<file path="src/rtl/level_sequencer.sv">
// level_sequencer: per-level round controller.
// A prelimSig pulse starts a ready countdown, then a timed play window,
// then the round is judged. A pass advances the level and emits a one-cycle
// newLevel pulse. A fail, or a pass on the last level, ends the game.
// Clk1Hz is sampled as data and turned into one-cycle ticks in the Clk100M domain.
module level_sequencer #(
  parameter int COUNTDOWN_SEC = 3,
  parameter int PLAY_SEC      = 10,
  parameter int MAX_LEVEL     = 9,
  parameter int LVL_W         = 4,
  parameter int SEC_W         = 5
) (
  input  logic             Clk100M,
  input  logic             Rst_n,
  input  logic             Clk1Hz,
  input  logic             prelimSig,
  input  logic             roundDone,
  input  logic             roundPass,
  output logic             newLevel,
  output logic [LVL_W-1:0] level,
  output logic [SEC_W-1:0] secLeft,
  output logic             countingDn,
  output logic             playEnable,
  output logic             gameOver,
  output logic             won
);

  localparam logic [SEC_W-1:0] C_CD_SEC   = SEC_W'(COUNTDOWN_SEC);
  localparam logic [SEC_W-1:0] C_PLAY_SEC = SEC_W'(PLAY_SEC);
  localparam logic [SEC_W-1:0] C_SEC_ONE  = SEC_W'(1);
  localparam logic [SEC_W-1:0] C_SEC_ZERO = '0;
  localparam logic [LVL_W-1:0] C_LVL_MAX  = LVL_W'(MAX_LEVEL);
  localparam logic [LVL_W-1:0] C_LVL_ONE  = LVL_W'(1);

  typedef enum logic [2:0] {
    S_IDLE      = 3'd0,
    S_COUNTDOWN = 3'd1,
    S_PLAY      = 3'd2,
    S_JUDGE     = 3'd3,
    S_ADVANCE   = 3'd4,
    S_OVER      = 3'd5
  } state_t;

  // Tick pipeline: two synchronizer stages then a delay stage for edge detect.
  logic r_sync1;
  logic r_sync2;
  logic r_dly;
  logic w_tick;

  state_t           r_state;
  logic             r_pass;
  logic [LVL_W-1:0] r_level;
  logic [SEC_W-1:0] r_sec;
  logic             r_cd;
  logic             r_pe;
  logic             r_go;
  logic             r_won;
  logic             r_new;

  state_t           w_state_next;
  logic             w_pass_next;
  logic [LVL_W-1:0] w_level_next;
  logic [SEC_W-1:0] w_sec_next;
  logic             w_cd_next;
  logic             w_pe_next;
  logic             w_go_next;
  logic             w_won_next;
  logic             w_new_next;

  // Synchronize Clk1Hz and keep one extra stage to find its rising edge.
  always_ff @(posedge Clk100M) begin
    if (!Rst_n) begin
      r_sync1 <= 1'b0;
      r_sync2 <= 1'b0;
      r_dly   <= 1'b0;
    end else begin
      r_sync1 <= Clk1Hz;
      r_sync2 <= r_sync1;
      r_dly   <= r_sync2;
    end
  end

  // High for the single cycle after the synchronized level first reads 1;
  // it takes effect on the third edge counting the one that sampled Clk1Hz high.
  assign w_tick = r_sync2 & ~r_dly;

  // State and registered outputs.
  always_ff @(posedge Clk100M) begin
    if (!Rst_n) begin
      r_state <= S_IDLE;
      r_pass  <= 1'b0;
      r_level <= C_LVL_ONE;
      r_sec   <= C_SEC_ZERO;
      r_cd    <= 1'b0;
      r_pe    <= 1'b0;
      r_go    <= 1'b0;
      r_won   <= 1'b0;
      r_new   <= 1'b0;
    end else begin
      r_state <= w_state_next;
      r_pass  <= w_pass_next;
      r_level <= w_level_next;
      r_sec   <= w_sec_next;
      r_cd    <= w_cd_next;
      r_pe    <= w_pe_next;
      r_go    <= w_go_next;
      r_won   <= w_won_next;
      r_new   <= w_new_next;
    end
  end

  // Next-state and next-output decisions; everything holds unless changed.
  always_comb begin
    w_state_next = r_state;
    w_pass_next  = r_pass;
    w_level_next = r_level;
    w_sec_next   = r_sec;
    w_cd_next    = r_cd;
    w_pe_next    = r_pe;
    w_go_next    = r_go;
    w_won_next   = r_won;
    w_new_next   = 1'b0;
    case (r_state)
      S_IDLE: begin
        if (prelimSig) begin
          w_state_next = S_COUNTDOWN;
          w_sec_next   = C_CD_SEC;
          w_cd_next    = 1'b1;
        end
      end
      S_COUNTDOWN: begin
        if (w_tick) begin
          if (r_sec > C_SEC_ONE) begin
            w_sec_next = r_sec - C_SEC_ONE;
          end else begin
            w_state_next = S_PLAY;
            w_sec_next   = C_PLAY_SEC;
            w_cd_next    = 1'b0;
            w_pe_next    = 1'b1;
          end
        end
      end
      S_PLAY: begin
        // A submitted answer takes priority over a coincident timeout tick.
        if (roundDone) begin
          w_state_next = S_JUDGE;
          w_pass_next  = roundPass;
          w_pe_next    = 1'b0;
          w_sec_next   = C_SEC_ZERO;
        end else if (w_tick) begin
          if (r_sec > C_SEC_ONE) begin
            w_sec_next = r_sec - C_SEC_ONE;
          end else begin
            w_state_next = S_JUDGE;
            w_pass_next  = 1'b0;
            w_pe_next    = 1'b0;
            w_sec_next   = C_SEC_ZERO;
          end
        end
      end
      S_JUDGE: begin
        if (r_pass && (r_level < C_LVL_MAX)) begin
          w_state_next = S_ADVANCE;
        end else begin
          w_state_next = S_OVER;
          w_go_next    = 1'b1;
          w_won_next   = r_pass;
        end
      end
      S_ADVANCE: begin
        if (r_level < C_LVL_MAX) begin
          w_level_next = r_level + C_LVL_ONE;
        end
        w_new_next   = 1'b1;
        w_state_next = S_IDLE;
      end
      S_OVER: begin
        // Terminal until reset.
      end
      default: begin
        w_state_next = S_IDLE;
      end
    endcase
  end

  assign newLevel   = r_new;
  assign level      = r_level;
  assign secLeft    = r_sec;
  assign countingDn = r_cd;
  assign playEnable = r_pe;
  assign gameOver   = r_go;
  assign won        = r_won;

endmodule

</file>
<file path="config.mk">
export PLATFORM = sky130hd
export DESIGN_NAME = level_sequencer
export DESIGN_NICKNAME = d
export VERILOG_FILES = /design/src/rtl/level_sequencer.sv
export SDC_FILE = /design/constraint.sdc
export NUM_CORES = 1
export LEC_CHECK = 0
export ABC_CLOCK_PERIOD_IN_PS = 2100
export CORE_MARGIN = 2
export CORE_UTILIZATION = 30
export CTS_BUF_LIST = sky130_fd_sc_hd__clkbuf_4 sky130_fd_sc_hd__clkbuf_8 sky130_fd_sc_hd__clkbuf_16
export DETAILED_ROUTE_END_ITERATION = 16
export PLACE_DENSITY = 0.55
export RECOVER_POWER = 25
export SYNTH_ARGS = -nofsm -noshare
export SYNTH_HDL_FRONTEND = slang
export SYNTH_SLANG_ARGS = --single-unit
</file>
<file path="constraint.sdc">
create_clock -name Clk100M -period 2.1 [get_ports Clk100M]
set_input_delay 0.63 -clock Clk100M [delete_from_list [all_inputs] [get_ports Clk100M]]
set_output_delay 0.63 -clock Clk100M [all_outputs]
set_load 0.005 [all_outputs]
</file>
=== Yosys cells after proc, flatten, opt, wreduce, memory -nomap -nowiden ===
Cells that the tools add are included.

* Bitwise logic cells: 4
* Eq/ne operators: 11
* Order comparisons: 2
* Reductions and logical operators: 13
* Add/subtract/negate cells: 2
* Muxes and demuxes: 25

{| class="wikitable"
|+ Operators by type and width
! operator !! count
|-
| 5-bit 2-to-1 mux || 6
|-
| 3-bit 2-to-1 mux || 6
|-
| 3-bit one-hot mux with 5 select lines || 1
|-
| 5-bit one-hot mux with 3 select lines || 1
|-
| 1-bit 2-to-1 mux || 9
|-
| 2-bit inequality test, second input constant || 4
|-
| 4-bit AND reduction || 2
|-
| 3-bit by 2-bit equality test with 1-bit output, second input constant || 2
|-
| 3-bit equality test, second input constant || 2
|-
| 3-bit inequality test, second input constant || 2
|-
| 6-bit AND reduction || 1
|-
| 2-bit nonzero test || 3
|-
| 5-bit by 1-bit greater-than comparator with 1-bit output, second input constant || 1
|-
| 5-bit AND reduction || 1
|-
| 5-bit by 1-bit subtractor with 5-bit output, second input constant || 1
|-
| 4-bit by 1-bit adder with 4-bit output, second input constant || 1
|-
| 4-bit < comparator, second input constant || 1
|-
| 1-bit one-hot mux with 2 select lines || 2
|-
| 2-bit AND reduction || 2
|-
| 3-bit by 1-bit equality test with 1-bit output, second input constant || 1
|-
| 3-bit logical NOT || 1
|-
| 1-bit inverter || 3
|-
| 3-bit AND reduction || 1
|-
| 3-bit nonzero test || 1
|-
| 2 further kinds || 2
|}

* Bits in registers: 21
* Input bits: 6
* Logic and storage cells: 69

=== Longest topological paths before layout ===
Gate-level depths: netlist (run 1).

* Word-level depth: 5
* Depth in mapped cells: 7

=== Worst setup path before layout (run 1) ===
Ideal clock, no wire load.

* Path kind: input to register
* Start point: in roundDone
* End point: reg r_sec[3] (netlist: secLeft[3])
* Setup time: 0.086 ns
* Stages: 4
* Setup slack: 0.446 ns
* Required time: 2.014 ns
* Buffers on the path: 0
* Arrival: 1.568 ns
* Cell sequence: o21bai_2 > a2111oi_4 > o21ai_2 > a221oi_2

* Longest elaborated chain between the ends: 2

{| class="wikitable"
|+ RTL lines
! what !! line !! text
|-
| start: declaration || 17 || <nowiki>input logic roundDone,</nowiki>
|-
| 3-bit inequality test (no source line) / 5-bit 2-to-1 mux (equally long branches) || - ||
|-
| 4-bit AND reduction (no source line) / 5-bit one-hot mux with 3 select lines (equally long branches) || - ||
|-
| end signal: assignment || 103 || <nowiki>r_sec <= w_sec_next;</nowiki>
|-
| end: declaration || 53 || <nowiki>logic [SEC_W-1:0] r_sec;</nowiki>
|}

Several ways; a longest one is shown, not always the timed one.
A chain may end at the register's enable or synchronous reset.

=== Final worst setup path (run 1) ===
Ends and elaborated chain as after synthesis.

==> out/qor.csv, run 1 <==
metric;value;unit
status;completed;
TritonCTS clock tree;done;
deepest clock path buffer count;2;
Die X-Extent;65.0;um
Via density;5.03;
Peak VDD IR;0.513;mV
die footprint;4220;um^2
Pre-antenna DRT Iters;4;
GRT Util Overall;12.9;%
initial DRC count;25;
GR Overflow Total;0;
Setup violations, final;0;
crit path max-delay cell type;clkdlybuf4s50_1;
Net Count, Synth;138;
Post-DP Area;1400;um^2
hold depth;1;
Fin. Hold Viols;0;
clk root buf;clkbuf_8;
largest net degree at the start of global routing;15;
GPL Wtd Cong;0.879;
H-tree depth;1;
Psw;0.248;mW
Port Buffer Count;19;
period utilization;91.2;%
power per cell area;617;nW/um^2
Largest delay share family, worst path;compound AO/OA/AOI/OAI gates;
Clock Latency Late Sink;0.26;ns
Crit path required time;2.27;ns
DR vias;1016;
Combinational Power Share;20.9;%
reg2reg start;r_state[2];
Cell variety after synth;44;
Yosys warnings;0;
post-synthesis async set-or-reset flop share;0;%
Reg power frac;49.6;%
largest stage delay on the critical path;0.44;ns
CTS buffer count;3;
overall power;0.889;mW
Synth Cell Area;1120;um^2
pre-CTS setup slack;-0.0929;ns
Post-synth EDFFs;0;
Remaining DRCs;0;
area of the core;3610;um^2
Initial Utilization;31.0;%
setup slack after layout;0.186;ns
switching portion of total power;27.9;%
number of diodes;0;
Worst slew margin;63.9;%
Clock power frac;29.4;%
antenna violations before repair;0;
Worst setup SP type;input pin;
Worst Hold End;r_sync2;
unrepaired setup endpoints after global routing;false;
first-pass GRT wire length;4220;um
Levels on crit path;6;
FF-to-FF path depth;5;
P_int;0.640;mW
Synth Register Bits;21;
CTS Sinks;21;
FF-to-FF setup slack;0.36;ns
highest clock rate;0.522;GHz
post-route clock skew;0.000878;ns
post-layout util;39.9;%
syn avg cell area;8.72;um^2
Data arrival, critical path;2.09;ns
Most used DFF post-synth;dfxtp_1;
Post-CTS Setup Repair Bufs;0;
Post-DP HPWL;1950;um
Hold Buf Count CTS;0;
Worst-path clk slew;0.08;ns
max-cap violations;0;
wirelength, routed;2510;um
HP Start;r_sync1;
num ports;20;
num rows;22;
Syn-to-layout area delta;29.0;%
kind of critical path;in2reg;
Setup crit end kind;flip-flop;
nets;165;
post-CTS resize count;0;
vias in the first global route;941;
sequential-to-total area share from yosys stat;37.7;%
Die Y;65.0;um
routed length per instance;12.4;um
worst r2r dst;level[2];
slew at the pin closest to its max-slew limit;0.541;ns
CP Buf/Inv Count;2;
Post-Synthesis Cells;128;
worst path cell trace;clkdlybuf4s50_1 -> buf_4 -> nor3b_2 -> a21oi_1 -> a211o_1 -> a221oi_2;
Finished Cell Area;1440;um^2
HP Class;reg2reg;
layout cell share with drive strength beyond 1;12.3;%
Leak;0.547;nW
worst-path fanout max;3;
fin. max-slew vios;0;
ANT nets after route;0;
crit path time final;1.91;ns
-- metrics by stage --
| step | hold slack (ns) | instances | TNS (ns) |
|---|---|---|---|
| after floorplan | 0.412 | 128 | 0 |
| after global placement | 0.430 | 198 | -0.0818 |
| after detailed placement | 0.437 | 198 | -0.171 |
| after CTS | 0.468 | 202 | 0 |
| after global routing | 0.473 | 202 | 0 |
| final | 0.468 | 202 | 0 |
-- routing by layer --
metal / wire [um] / GRT usage, % / vias up
li1: - / - / 512
met1: 1130 / 15.7 / 480
met2: 1270 / 23.3 / 24
met3: 112 / 3.13 / 0
met4: 0 / 1.60 / 0
met5: 0 / 0 / -
-- worst register-to-register path: cells and delay by family (launching register included) --
| family | cells | cell delay (ns) |
|---|---|---|
| AND/OR/NAND/NOR | 2 | 0.17 |
| flip-flops | 1 | 0.57 |
| buffers and inverters | 1 | 0.25 |
| XOR/XNOR | 1 | 0.15 |
| AO/OA/AOI/OAI | 1 | 0.49 |
-- kinds of logic after synthesis --
group                      count (synthesis)  share of synthesized area, %
AOI/OAI and AO/OA                         31                          23.9
muxes                                      2                          1.79
and+or+nand+nor                           54                          24.9
xor gates and xnor gates                   3                          2.35
adders and majority gates                  4                          4.48
buffers and inverters                     13                          4.93
DFF                                       21                          37.7
-- sequential cells by signal, indices dropped and copies added (netlist names) --
name        flops
secLeft         5
level           4
r_state         3
countingDn      1
gameOver        1
newLevel        1
playEnable      1
r_dly           1
r_pass          1
r_sync1         1
r_sync2         1
won             1
-- area by class of cell --
class	count	area, um^2
clock buffers	3	41.3
clock inverters	1	5.00
fillers	373	2170
inverters	9	33.8
multi-input cells	94	641
flip-flops and latches	21	420
well taps	48	60.1
repair buffers	26	239
-- cell usage after synthesis, types with 2 or more instances --
cell type	number	area share, %
inv_1	8	2.7
o21ai_0	2	0.90
nand2b_1	3	1.7
nand4b_1	2	1.6
buf_2	2	0.90
o22ai_1	2	1.1
a2111oi_4	2	4.9
dfxtp_1	21	38
nand3_1	4	1.8
o31ai_1	3	2.0
o21ai_1	2	0.90
mux2i_1	2	1.8
and2_1	3	1.7
nand2_1	11	3.7
nor3_1	5	2.2
nor2_1	16	5.4
and3_1	2	1.1
nand3b_1	2	1.3
a21oi_1	7	3.1
ha_1	4	4.5
xor2_1	2	1.6
-- how the worst max path moves through the flow --
stage	startpoint	end	slack, ns
after global placement	roundDone	secLeft[4]	-0.04
after global routing	Rst_n	r_state[0]	0.12
after detailed placement	roundDone	secLeft[3]	-0.09
after CTS	roundDone	secLeft[3]	0.18
after floorplan	roundDone	secLeft[3]	0.45
final	roundDone	secLeft[3]	0.19
-- cell usage in the layout (no fill, tap or decap), types with 4 or more instances in the layout --
cell,n
dfxtp_1,21
nand3_1,4
ha_1,4
nor3_1,5
nand2_1,11
a21oi_1,7
clkdlybuf4s50_1,19
buf_4,6
inv_1,9
nor2_1,16
-- power groups by stage --
stage / combinational [mW] / sequential (mW) / clock, mW
after global routing: 0.206 / 0.445 / 0.291
after global placement: 0.187 / 0.450 / 0
after CTS: 0.188 / 0.441 / 0.273
after detailed placement: 0.188 / 0.451 / 0
after floorplan: 0.121 / 0.441 / 0
final: 0.186 / 0.441 / 0.262
No activity file was read; power rests on OpenSTA's default activity.
==> run 2, diff against run 1 <==
--- a/config.mk
+++ b/config.mk
@@ -12,6 +12,7 @@
 export DETAILED_ROUTE_END_ITERATION = 16
 export PLACE_DENSITY = 0.55
 export RECOVER_POWER = 25
+export SETUP_SLACK_MARGIN = 0.15
 export SYNTH_ARGS = -nofsm -noshare
 export SYNTH_HDL_FRONTEND = slang
 export SYNTH_SLANG_ARGS = --single-unit
==> out/qor.csv, run 2 (synthesis results as in run 1) <==
metric;value;unit;change
status;completed;;unchanged
fin. max-slew vios;0;;unchanged
num ports;20;;unchanged
initial DRC count;30;;was 25
FF-to-FF setup slack;0.35;ns;was 0.36 ns
number of flip-flops under the largest register name;5;;unchanged
DR vias;1016;;unchanged
vias in the first global route;941;;unchanged
deepest clock path buffer count;2;;unchanged
routed length per instance;12.5;um;was 12.4 um
wirelength, routed;2530;um;was 2510 um
nets;165;;unchanged
Post-DP HPWL;1950;um;unchanged
Die Y;65.0;um;unchanged
Initial Utilization;31.0;%;unchanged
GR Overflow Total;0;;unchanged
Pre-antenna DRT Iters;4;;unchanged
Post-CTS Setup Repair Bufs;0;;unchanged
Non-Filler Instances;202;;unchanged
crit path time final;1.91;ns;about the same
Fillers;375;;was 373
Worst setup SP type;input pin;;unchanged
Die X-Extent;65.0;um;unchanged
Finished Cell Area;1450;um^2;was 1440 um^2
Hold WS;0.467;ns;was 0.468 ns
clk root buf;clkbuf_8;;unchanged
pre-CTS setup slack;-0.0929;ns;unchanged
Port Buffer Count;19;;unchanged
period utilization;90.8;%;was 91.2%
Setup crit end kind;flip-flop;;unchanged
max-cap violations;0;;unchanged
setup TNS;0;ns;unchanged
worst-path fanout max;3;;unchanged
first-pass GRT wire length;4220;um;unchanged
HP Start;r_sync1;;unchanged
layout cell share with drive strength beyond 1;14.3;%;was 12.3%
post-layout util;40.3;%;was 39.9%
CTS buffer count;3;;unchanged
reg2reg start;secLeft[1];;was r_state[2]
overall power;0.895;mW;was 0.889 mW
DP Cell Count;198;;unchanged
Worst-path clk slew;0.08;ns;about the same
Clock Latency Late Sink;0.26;ns;about the same
unrepaired setup endpoints after global routing;true;;was false
Fin. Hold Viols;0;;unchanged
slew at the pin closest to its max-slew limit;0.562;ns;was 0.541 ns
Peak VDD IR;0.515;mV;was 0.513 mV
setup slack after layout;0.194;ns;was 0.186 ns
TritonCTS clock tree;done;;unchanged
Crit path required time;2.27;ns;about the same
number of diodes;0;;unchanged
Setup violations, final;0;;unchanged
worst r2r dst;secLeft[3];;was level[2]
Remaining DRCs;0;;unchanged
commonest cells after routing, fill and taps aside;dfxtp_1 (19), clkdlybuf4s50_1 (19), nor2_1 (16), nand2_1 (11), inv_1 (8);;was dfxtp_1 (21), clkdlybuf4s50_1 (19), nor2_1 (16), nand2_1 (11), inv_1 (9)
crit path max-delay cell type;clkdlybuf4s50_1;;unchanged
HP Class;reg2reg;;unchanged
Leak;0.552;nW;was 0.547 nW
Worst Hold End;r_sync2;;unchanged
CTS Sinks;21;;unchanged
Syn-to-layout area delta;30.2;%;was 29.0%
Post-DP Area;1400;um^2;unchanged
hold depth;1;;unchanged
ANT nets after route;0;;unchanged
Data arrival, critical path;2.08;ns;was 2.09 ns
kind of critical path;in2reg;;unchanged
H-tree depth;1;;unchanged
highest clock rate;0.525;GHz;was 0.522 GHz
GPL Wtd Cong;0.879;;unchanged
largest stage delay on the critical path;0.44;ns;about the same
power per cell area;616;nW/um^2;was 617 nW/um^2
GRT Util Overall;12.9;%;unchanged
largest net degree at the start of global routing;15;;unchanged
worst path cell trace;clkdlybuf4s50_1 -> buf_4 -> nor3b_4 -> a21oi_1 -> a211o_1 -> a221oi_2;;was clkdlybuf4s50_1 -> buf_4 -> nor3b_2 -> a21oi_1 -> a211o_1 -> a221oi_2
num rows;22;;unchanged
post-route clock skew;0.000951;ns;was 0.000878 ns
antenna violations before repair;0;;unchanged
Worst slew margin;62.5;%;was 63.9%
area of the core;3610;um^2;unchanged
die footprint;4220;um^2;unchanged
FF-to-FF path depth;6;;was 5
Via density;5.03;;unchanged
-- run 2: changes by cell type in the layout (fill, tap and decap cells not counted) --
cell | before | now
dfxtp_1 | 21 | 19
nor3b_4 | 0 | 1
buf_4 | 6 | 5
buf_6 | 0 | 1
dfxtp_2 | 0 | 2
nor3b_2 | 1 | 0
inv_1 | 9 | 8
inv_2 | 0 | 1
-- run 2: cell type report --
class	instances	area, um^2	area share (%)
clock inverter	1	5.00	0.345
inverter	9	33.8	2.33
tap	48	60.1	4.13
clock buffer	3	41.3	2.84
sequential	21	423	29.1
timing repair buffer	26	243	16.7
multi-input combinational	94	647	44.5
-- run 2: critical path: cells and delay by family --
kind                   cells  cell delay, ns
buffers and inverters      2            0.60
and+or+nand+nor            1            0.20
AOI/OAI and AO/OA          3            0.64
-- run 2: power breakdown --
part           switching [mW]  internal (mW)
Combinational          0.0939         0.0952
Clock                   0.131          0.132
Sequential             0.0268          0.416
-- run 2: how the worst max path moves through the flow --
| stage | startpoint | to | slack, ns | cells after the start |
|---|---|---|---|---|
| after global placement | roundDone | secLeft[4] | -0.04 | 6 |
| after global routing | Rst_n | r_state[0] | 0.11 | 4 |
| after CTS | roundDone | secLeft[3] | 0.18 | 6 |
| after floorplan | roundDone | secLeft[3] | 0.45 | 4 |
| after detailed placement | roundDone | secLeft[3] | -0.09 | 6 |
| final | roundDone | secLeft[3] | 0.19 | 6 |
-- run 2: layer usage --
layer	global-route usage, %	wire length, um	vias to the layer above
met5	0	0	-
met4	1.60	0	0
met3	3.13	99	0
met2	23.3	1250	19
met1	15.7	1190	484
li1	-	-	513
-- run 2: what timing repair did --
| item | in CTS | in global routing |
|---|---|---|
| gates resized for setup | 0 | 4 |
| setup endpoints to repair | 0 | 3 |
| hold buffers | 0 | 0 |
==> run 3, diff against run 2 <==
--- a/config.mk
+++ b/config.mk
@@ -6,13 +6,12 @@
 export NUM_CORES = 1
 export LEC_CHECK = 0
 export ABC_CLOCK_PERIOD_IN_PS = 2100
-export CORE_MARGIN = 2
 export CORE_UTILIZATION = 30
 export CTS_BUF_LIST = sky130_fd_sc_hd__clkbuf_4 sky130_fd_sc_hd__clkbuf_8 sky130_fd_sc_hd__clkbuf_16
 export DETAILED_ROUTE_END_ITERATION = 16
-export PLACE_DENSITY = 0.55
 export RECOVER_POWER = 25
 export SETUP_SLACK_MARGIN = 0.15
+export SKIP_LAST_GASP = 1
 export SYNTH_ARGS = -nofsm -noshare
 export SYNTH_HDL_FRONTEND = slang
 export SYNTH_SLANG_ARGS = --single-unit
==> out/qor.csv, run 3 (synthesis results as in run 1) <==
metric;value;unit;change
Via density;4.98;;was 5.03
pre-CTS setup slack;-0.0651;ns;was -0.0929 ns
DR vias;1011;;was 1,016
H-tree depth;1;;unchanged
Crit path required time;2.29;ns;was 2.27 ns
max-cap violations;0;;unchanged
Fin. Hold Viols;0;;unchanged
wirelength, routed;2600;um;was 2530 um
DP Cell Count;198;;unchanged
Largest delay share family, worst path;buffers and inverters;;was compound AO/OA/AOI/OAI gates
slew at the pin closest to its max-slew limit;0.564;ns;was 0.562 ns
antenna violations before repair;0;;unchanged
FF-to-FF path depth;6;;unchanged
crit path max-delay cell type;dlygate4sd3_1;;was clkdlybuf4s50_1
HP Class;reg2reg;;unchanged
Setup violations, final;0;;unchanged
most common cell after layout, fill and taps aside;dfxtp_1;;
ANT nets after route;0;;unchanged
HP Start;r_sync1;;unchanged
worst r2r dst;secLeft[3];;unchanged
GPL Wtd Cong;0.842;;was 0.879
Data arrival, critical path;2.11;ns;was 2.08 ns
period utilization;91.5;%;was 90.8%
Leak;0.574;nW;was 0.552 nW
setup slack after layout;0.179;ns;was 0.194 ns
area of the core;3440;um^2;was 3610 um^2
CP Buf/Inv Count;4;;was 2
clk root buf;clkbuf_8;;unchanged
crit path time final;1.92;ns;was 1.91 ns
highest clock rate;0.520;GHz;was 0.525 GHz
hold depth;1;;unchanged
Port Buffer Count;19;;unchanged
post-route clock skew;0.00173;ns;was 0.000951 ns
nets;168;;was 165
vias in the first global route;975;;was 941
Non-Filler Instances;203;;was 202
commonest cells after routing, fill and taps aside;dfxtp_1 (21), clkdlybuf4s50_1 (17), nor2_1 (16), nand2_1 (11), inv_1 (8);;was dfxtp_1 (19), clkdlybuf4s50_1 (19), nor2_1 (16), nand2_1 (11), inv_1 (8)
Fillers;360;;was 375
Remaining DRCs;0;;unchanged
first-pass GRT wire length;4340;um;was 4220 um
Hold Buf Count CTS;0;;unchanged
Post-DP HPWL;1950;um;about the same
Die X-Extent;63.0;um;was 65.0 um
Worst slew margin;62.4;%;was 62.5%
unrepaired setup endpoints after global routing;false;;was true
Setup crit end kind;flip-flop;;unchanged
Die Y;63.0;um;was 65.0 um
layout cell share with drive strength beyond 1;14.6;%;was 14.3%
largest stage delay on the critical path;0.57;ns;was 0.44 ns
largest net degree at the start of global routing;15;;unchanged
fin. max-slew vios;0;;unchanged
kind of critical path;in2reg;;unchanged
CTS Sinks;21;;unchanged
num ports;20;;unchanged
deepest clock path buffer count;2;;unchanged
Finished Cell Area;1480;um^2;was 1450 um^2
GRT Util Overall;14.0;%;was 12.9%
routed length per instance;12.8;um;was 12.5 um
Syn-to-layout area delta;32.2;%;was 30.2%
Worst setup SP type;input pin;;unchanged
GR Overflow Total;0;;unchanged
Clock Latency Late Sink;0.26;ns;about the same
CTS buffer count;3;;unchanged
Initial Utilization;32.4;%;was 31.0%
FF-to-FF setup slack;0.36;ns;was 0.35 ns
initial DRC count;36;;was 30
status;completed;;unchanged
TritonCTS clock tree;done;;unchanged
Post-DP Area;1410;um^2;was 1400 um^2
worst path cell trace;dlygate4sd3_1 -> clkbuf_1 -> inv_1 -> buf_4 -> o22ai_1;;was clkdlybuf4s50_1 -> buf_4 -> nor3b_4 -> a21oi_1 -> a211o_1 -> a221oi_2
reg2reg start;secLeft[1];;unchanged
die footprint;3970;um^2;was 4220 um^2
number of flip-flops under the largest register name;5;;unchanged
Worst-path clk slew;0.07;ns;was 0.08 ns
power per cell area;618;nW/um^2;was 616 nW/um^2
number of diodes;0;;unchanged
Worst Hold End;r_sync2;;unchanged
num rows;21;;was 22
Peak VDD IR;0.381;mV;was 0.515 mV
worst-path fanout max;8;;was 3
Pre-antenna DRT Iters;4;;unchanged
run 3: changes by cell type in the layout (fill, tap and decap cells not counted), sizes merged:
cell           previous run  this run
buf                       6         8
clkbuf                    4         6
clkdlybuf4s50            19        17
dlymetal6s2s              0         1
clkinv                    1         0
dlygate4sd3               0         1
run 3: timing repair:
item / CTS / global route
resized for setup: 0 / 4
endpoints found under the setup margin: 0 / 1
setup buffers: 0 / 1
run 3: worst max-delay path by stage:
| stage | slack, ns | cells past startpoint | to | startpoint |
|---|---|---|---|---|
| after floorplan | 0.45 | 4 | secLeft[3] | roundDone |
| after global placement | -0.05 | 6 | secLeft[3] | roundDone |
| after detailed placement | -0.07 | 6 | secLeft[4] | roundDone |
| after CTS | 0.19 | 1 | secLeft[0] | secLeft[0] |
| after global routing | 0.08 | 5 | countingDn | Rst_n |
| final | 0.18 | 5 | countingDn | Rst_n |
run 3: final cells by class:
class,instances,area (um^2),share of cell area (%)
well taps,46,57.6,3.90
multi-input cells,94,651,44.1
clock buffers,4,48.8,3.31
repair buffers,29,264,17.9
inverters,9,33.8,2.29
flip-flops and latches,21,420,28.5
run 3: power breakdown:
| group | switching, mW | leakage, nW | internal (mW) | total [mW] |
|---|---|---|---|---|
| clock | 0.124 | 0.0262 | 0.148 | 0.272 |
| combinational | 0.0980 | 0.376 | 0.0998 | 0.198 |
| sequential | 0.0264 | 0.171 | 0.415 | 0.442 |
| total | 0.249 | 0.574 | 0.663 | 0.912 |
run 3: layer usage:
layer	global-route usage [%]	vias up	wire length [um]
met5	0	-	0
li1	-	514	-
met2	24.1	22	1240
met4	4.36	0	38
met3	4.01	6	78
met1	16.4	469	1250
run 3: per-stage QoR:
stage	total power [mW]	hold slack, ns	util (%)	TNS [ns]
final	0.912	0.439	42.9	0
after global routing	0.964	0.479	42.9	0
after floorplan	0.562	0.412	-	0
after CTS	0.919	0.447	42.4	0
after detailed placement	0.641	0.426	41.0	-0.128
after global placement	0.638	0.419	41.0	-0.0790
